$ cat src/rtl/cmp_share_arbiter.sv
// cmp_share_arbiter: one 4-bit magnitude comparator shared among NREQ
// requesters through a round-robin arbiter, one result in flight at a time.

// Plain unsigned 4-bit magnitude comparator.
module magnitude_comparator (
  input  logic [3:0] i_a,
  input  logic [3:0] i_b,
  output logic       o_gt,
  output logic       o_lt,
  output logic       o_eq
);
  assign o_gt = (i_a > i_b);
  assign o_lt = (i_a < i_b);
  assign o_eq = (i_a == i_b);
endmodule

module cmp_share_arbiter #(
  parameter int NREQ = 4,
  parameter int IDW  = 3
) (
  input  logic              i_clk,
  input  logic              i_rst,
  input  logic [NREQ-1:0]   i_req_valid,
  input  logic [4*NREQ-1:0] i_req_a,
  input  logic [4*NREQ-1:0] i_req_b,
  output logic [NREQ-1:0]   o_req_ready,
  output logic              o_rsp_valid,
  output logic [IDW-1:0]    o_rsp_id,
  output logic              o_rsp_gt,
  output logic              o_rsp_lt,
  output logic              o_rsp_eq,
  input  logic              i_rsp_ready,
  output logic              o_busy
);

  typedef enum logic [1:0] {S_IDLE, S_EVAL, S_RESP} state_t;

  state_t         r_state, w_next;
  logic [IDW-1:0] r_rr_ptr, r_id;
  logic [3:0]     r_a, r_b;
  logic           r_gt, r_lt, r_eq;

  logic           w_found, w_grant;
  int             w_winner;
  logic [3:0]     w_sel_a, w_sel_b;
  logic           w_gt, w_lt, w_eq;

  magnitude_comparator u_cmp (
    .i_a  (r_a),
    .i_b  (r_b),
    .o_gt (w_gt),
    .o_lt (w_lt),
    .o_eq (w_eq)
  );

  // Round-robin search: first valid requester at or above rr_ptr, wrapping.
  always_comb begin
    w_found  = 1'b0;
    w_winner = 0;
    for (int k = 0; k < NREQ; k++) begin
      if (!w_found && i_req_valid[(int'(r_rr_ptr) + k) % NREQ]) begin
        w_found  = 1'b1;
        w_winner = (int'(r_rr_ptr) + k) % NREQ;
      end
    end
    w_sel_a = i_req_a[4*w_winner +: 4];
    w_sel_b = i_req_b[4*w_winner +: 4];
  end

  // State register.
  always_ff @(posedge i_clk) begin
    if (i_rst) r_state <= S_IDLE;
    else       r_state <= w_next;
  end

  // Next state and handshake outputs; grants only ever issued from IDLE.
  always_comb begin
    w_next      = r_state;
    w_grant     = 1'b0;
    o_req_ready = '0;
    o_rsp_valid = 1'b0;
    o_busy      = (r_state != S_IDLE);
    case (r_state)
      S_IDLE: begin
        if (w_found) begin
          w_grant = 1'b1;
          w_next  = S_EVAL;
          for (int j = 0; j < NREQ; j++) o_req_ready[j] = (w_winner == j);
        end
      end
      S_EVAL: w_next = S_RESP;
      S_RESP: begin
        o_rsp_valid = 1'b1;
        if (i_rsp_ready) w_next = S_IDLE;
      end
      default: w_next = S_IDLE;
    endcase
  end

  // Operand capture on grant, result capture in EVAL; both hold otherwise,
  // which keeps the response bit-stable under backpressure.
  always_ff @(posedge i_clk) begin
    if (i_rst) begin
      r_rr_ptr <= '0;
      r_id     <= '0;
      r_a      <= '0;
      r_b      <= '0;
      r_gt     <= 1'b0;
      r_lt     <= 1'b0;
      r_eq     <= 1'b0;
    end else begin
      if (w_grant) begin
        r_a      <= w_sel_a;
        r_b      <= w_sel_b;
        r_id     <= IDW'(w_winner);
        r_rr_ptr <= IDW'((w_winner + 1) % NREQ);
      end
      if (r_state == S_EVAL) begin
        r_gt <= w_gt;
        r_lt <= w_lt;
        r_eq <= w_eq;
      end
    end
  end

  assign o_rsp_id = r_id;
  assign o_rsp_gt = r_gt;
  assign o_rsp_lt = r_lt;
  assign o_rsp_eq = r_eq;

endmodule

$ cat config.mk
export PLATFORM = sky130hd
export DESIGN_NAME = cmp_share_arbiter
export DESIGN_NICKNAME = d
export VERILOG_FILES = /design/src/rtl/cmp_share_arbiter.sv
export SDC_FILE = /design/constraint.sdc
export NUM_CORES = 1
export LEC_CHECK = 0
export CAP_MARGIN = 40
export CORE_MARGIN = 2
export CORE_UTILIZATION = 38
export CTS_BUF_LIST = sky130_fd_sc_hd__clkbuf_4 sky130_fd_sc_hd__clkbuf_8
export DETAILED_ROUTE_END_ITERATION = 6
export HOLD_SLACK_MARGIN = 0.15
export PLACE_DENSITY = 0.78
export SLEW_MARGIN = 30
export SYNTH_ARGS = -nofsm -noshare
export SYNTH_HDL_FRONTEND = slang
export SYNTH_SLANG_ARGS = --single-unit
$ cat constraint.sdc
create_clock -name i_clk -period 1.4 [get_ports i_clk]
set_input_delay 0.21 -clock i_clk [delete_from_list [all_inputs] [get_ports i_clk]]
set_output_delay 0.21 -clock i_clk [all_outputs]
set_load 0.01 [all_outputs]
==> results <==
- The total via count in the routed design is 1172.
- The share of final-layout standard cells stronger than drive strength 1 is 0.392.
- The DRC violation count after routing is 0.
- The number of nets still failing antenna checks after routing is 0.
- The reg-to-reg setup timing slack is -450 ps.
- The HPWL after detailed placement is 2.31 mm.
- CTS built an H-tree with a depth of 1.
- The die covers 3330 sq um.
- After layout, the worst setup slack is -476 ps.
- The net count after synthesis is 164.
- The placed instance count is 208.
- The maximum VDD drop is 783 uV.
- The top cell type's share of synthesized area is 0.311.
- The summed instance area of the synthesized netlist is 1100 sq um.
- The root buffer cell is sky130_fd_sc_hd__clkbuf_4.
- The number of hold buffers added after CTS is 0.
- The worst setup path is launched from a flop.
- In this run the worst hold path is classified as reg2reg.
- By count the netlist is led by 17 x sky130_fd_sc_hd__dfxtp_1, 17 x sky130_fd_sc_hd__mux2i_1, 15 x sky130_fd_sc_hd__nand2_1.
- The chip height is 57.7 um.
- The core region area is 2760 sq um.
- STA puts the critical path data arrival time at 1670 ps.
- The total detailed-routing wirelength is 3.44 mm.
- In this run the power density over the cells is 1040 nW/um^2.
- Before antenna repair, the detailed router went through 4 iterations.
- The number of pins exceeding their max-slew limit in the final report is 0.
- Once layout is complete, the utilization of the core stands at 0.752.
- The final hold violation count is 0.
- The biggest area contributor in the post-synthesis netlist is sky130_fd_sc_hd__dfxtp_1.
- The average instance area after synthesis is 9.06 sq um.
- The share of synthesized flip-flops with an asynchronous set or reset is 0.
- Entering global routing, the biggest net connects 10 pins.
- The share of the Yosys chip area taken by registers is 0.311.
- The filler-free cell count of the finished design is 220.
- The count of state elements after synthesis is 17.
- The die width is 57.7 um.
- The number of buffers on the longest clock path is 2.
- In the synthesized netlist the dominant register cell turns out to be sky130_fd_sc_hd__dfxtp_1.
- Setup repair after global routing could not meet its margin everywhere.
- The count of maximum capacitance violations is 0.
- The clock buffer count from CTS is 3.
- The routability-driven placement congestion ratio is 0.830.
- The initial antenna violation count is 0.
- The yosys synthesis warning count is 0.
- Of the available clock period, the critical path in the final layout requires 1.34.
- Input and output buffers added on the ports amount to 49.
- The run finished, with violations left.
- TritonCTS built the clock tree.
- For the worst setup path, the data required time is 1190 ps.
- The detailed-route vias per instance is 5.33.
- The worst hold slack is 469 ps.
- The clock transition at the registers of the reported paths is 100 ps.
- Timing would allow up to 533 MHz.
- The number of nets at the end of the flow is 233.
- The overall power of the completed layout is 2160 uW.
- In the final timing run, aggregate negative setup slack is -5910 ps.
- The largest driver fanout on the critical path is 3.
- The final number of setup-violating endpoints is 18.
- Counting flops with a built-in enable in the synthesized netlist gives 0.
- For this run, the total global-route usage over all layers was measured as 0.212.
- After synthesis, the cell types taking the most area are sky130_fd_sc_hd__dfxtp_1 31%, sky130_fd_sc_hd__mux2i_1 16%, sky130_fd_sc_hd__o221ai_2 11%.
- The later-pin clock latency in the skew report is 300 ps.
- For the final database, setup skew stands at 5.05 ps.
- The antenna cell count is 0.
- The final reports fail on negative setup slack.
- For this design the top-level I/O count stands at 51.
- The critical setup path kind is reg2out.
- The average wire per cell in the routed design is 15.6 um.
- After filler insertion, the fill cell instance count of the layout stands at 195.
- The initial utilization of the core area, before any placement, comes to 0.397.
- The first global-routing pass estimated 5.36 mm of wire.
- For the finished layout, the period the worst path requires is 1880 ps.
- The total overflow left after global routing is 0.
- The area added between synthesis and finish is 89.2%.
- The type of destination of the critical path is a primary output.
- After the first detailed-routing iteration, the DRC count stood at 43.
- The number of clock sinks is 17.
- The post-synthesis cell count is 121.
- The initialized floorplan defines 19 standard-cell rows.
- The reported leakage power is 0.000875 uW.
- The count of different cell masters after synthesis is 33.
- The via count of the first global-routing pass is 1200.
-- worst paths after layout --
path,startpoint,end,cells after the start
max,r_rr_ptr[1],o_req_ready[1],5
min,o_rsp_id[1],o_rsp_id[1],2
max reg2reg,r_rr_ptr[1],r_b[3],9
min reg2reg,o_rsp_id[1],o_rsp_id[1],2
-- placed cells by master (no fill, tap or decap), types with 3 or more instances in the layout --
cell type	netlist	routed
sky130_fd_sc_hd__or2_4	1	3
sky130_fd_sc_hd__buf_4	2	13
sky130_fd_sc_hd__dlygate4sd2_1	0	4
sky130_fd_sc_hd__dfxtp_2	0	3
sky130_fd_sc_hd__nand2_1	15	15
sky130_fd_sc_hd__mux2i_4	0	8
sky130_fd_sc_hd__nor2_1	12	8
sky130_fd_sc_hd__buf_6	1	6
sky130_fd_sc_hd__ha_1	4	3
sky130_fd_sc_hd__mux2i_2	0	4
sky130_fd_sc_hd__dlymetal6s2s_1	0	5
sky130_fd_sc_hd__clkdlybuf4s50_1	0	35
sky130_fd_sc_hd__a21oi_1	9	8
sky130_fd_sc_hd__inv_1	8	6
sky130_fd_sc_hd__buf_12	0	3
sky130_fd_sc_hd__dfxtp_1	17	13
sky130_fd_sc_hd__clkbuf_4	0	4
sky130_fd_sc_hd__mux2i_1	17	5
sky130_fd_sc_hd__o221ai_2	8	8
-- kinds of logic after synthesis --
group	after synthesis	synth area share
other cells	1	0.00342
flops	17	0.311
xor+xnor	1	0.00799
mux	17	0.155
buf+inv	14	0.0639
compound gates	27	0.220
fa+ha+maj	4	0.0457
simple gates	40	0.193
-- repair_timing --
item	in CTS	in global routing
cloned	3	0
setup buffers	7	0
resized for setup	54	29
endpoints found under the setup margin	21	23
pin swaps	11	9
-- routing by layer --
metal,global-route usage,up-vias,share of wire,wire (um)
met2,0.416,44,0.56,1930
met3,0.0335,11,0.057,196
met1,0.224,545,0.35,1200
met5,0,-,0,0
met4,0.0797,0,0.034,116
li1,-,572,-,-
-- worst max-delay path, stage by stage (launching register included) --
cell                      delay [ps]
sky130_fd_sc_hd__dfxtp_4         390
sky130_fd_sc_hd__mux2i_4         250
sky130_fd_sc_hd__o32ai_4         120
sky130_fd_sc_hd__or3_4           380
sky130_fd_sc_hd__nor2_2           90
sky130_fd_sc_hd__buf_2           140
-- state kept, by name, indices dropped and copies added (netlist names) --
register  count
r_a           4
r_b           4
o_rsp_id      2
r_rr_ptr      2
r_state       2
o_rsp_eq      1
o_rsp_gt      1
o_rsp_lt      1
-- layout make-up --
| cell class | count | area, sq um | share of cell area |
|---|---|---|---|
| Tap cell | 31 | 38.8 | 0.0187 |
| Sequential cell | 17 | 348 | 0.168 |
| Timing Repair Buffer | 70 | 738 | 0.356 |
| Clock buffer | 4 | 30.0 | 0.0145 |
| Inverter | 8 | 32.5 | 0.0157 |
| Multi-Input combinational cell | 90 | 886 | 0.427 |
-- where the power goes --
group / internal [uW] / switching [uW] / total (uW)
clock network: 131 / 160 / 290
logic: 716 / 524 / 1240
registers: 573 / 61.7 / 635
-- stage by stage --
step | setup WS [ps] | cell area (sq um)
2_1_floorplan | -41.4 | 1130
3_3_place_gp | -808 | 1710
3_5_place_dp | -871 | 1710
4_1_cts | -454 | 1960
5_1_grt | -536 | 2070
6_report | -476 | 2070
(Power assumes the default switching activity.)
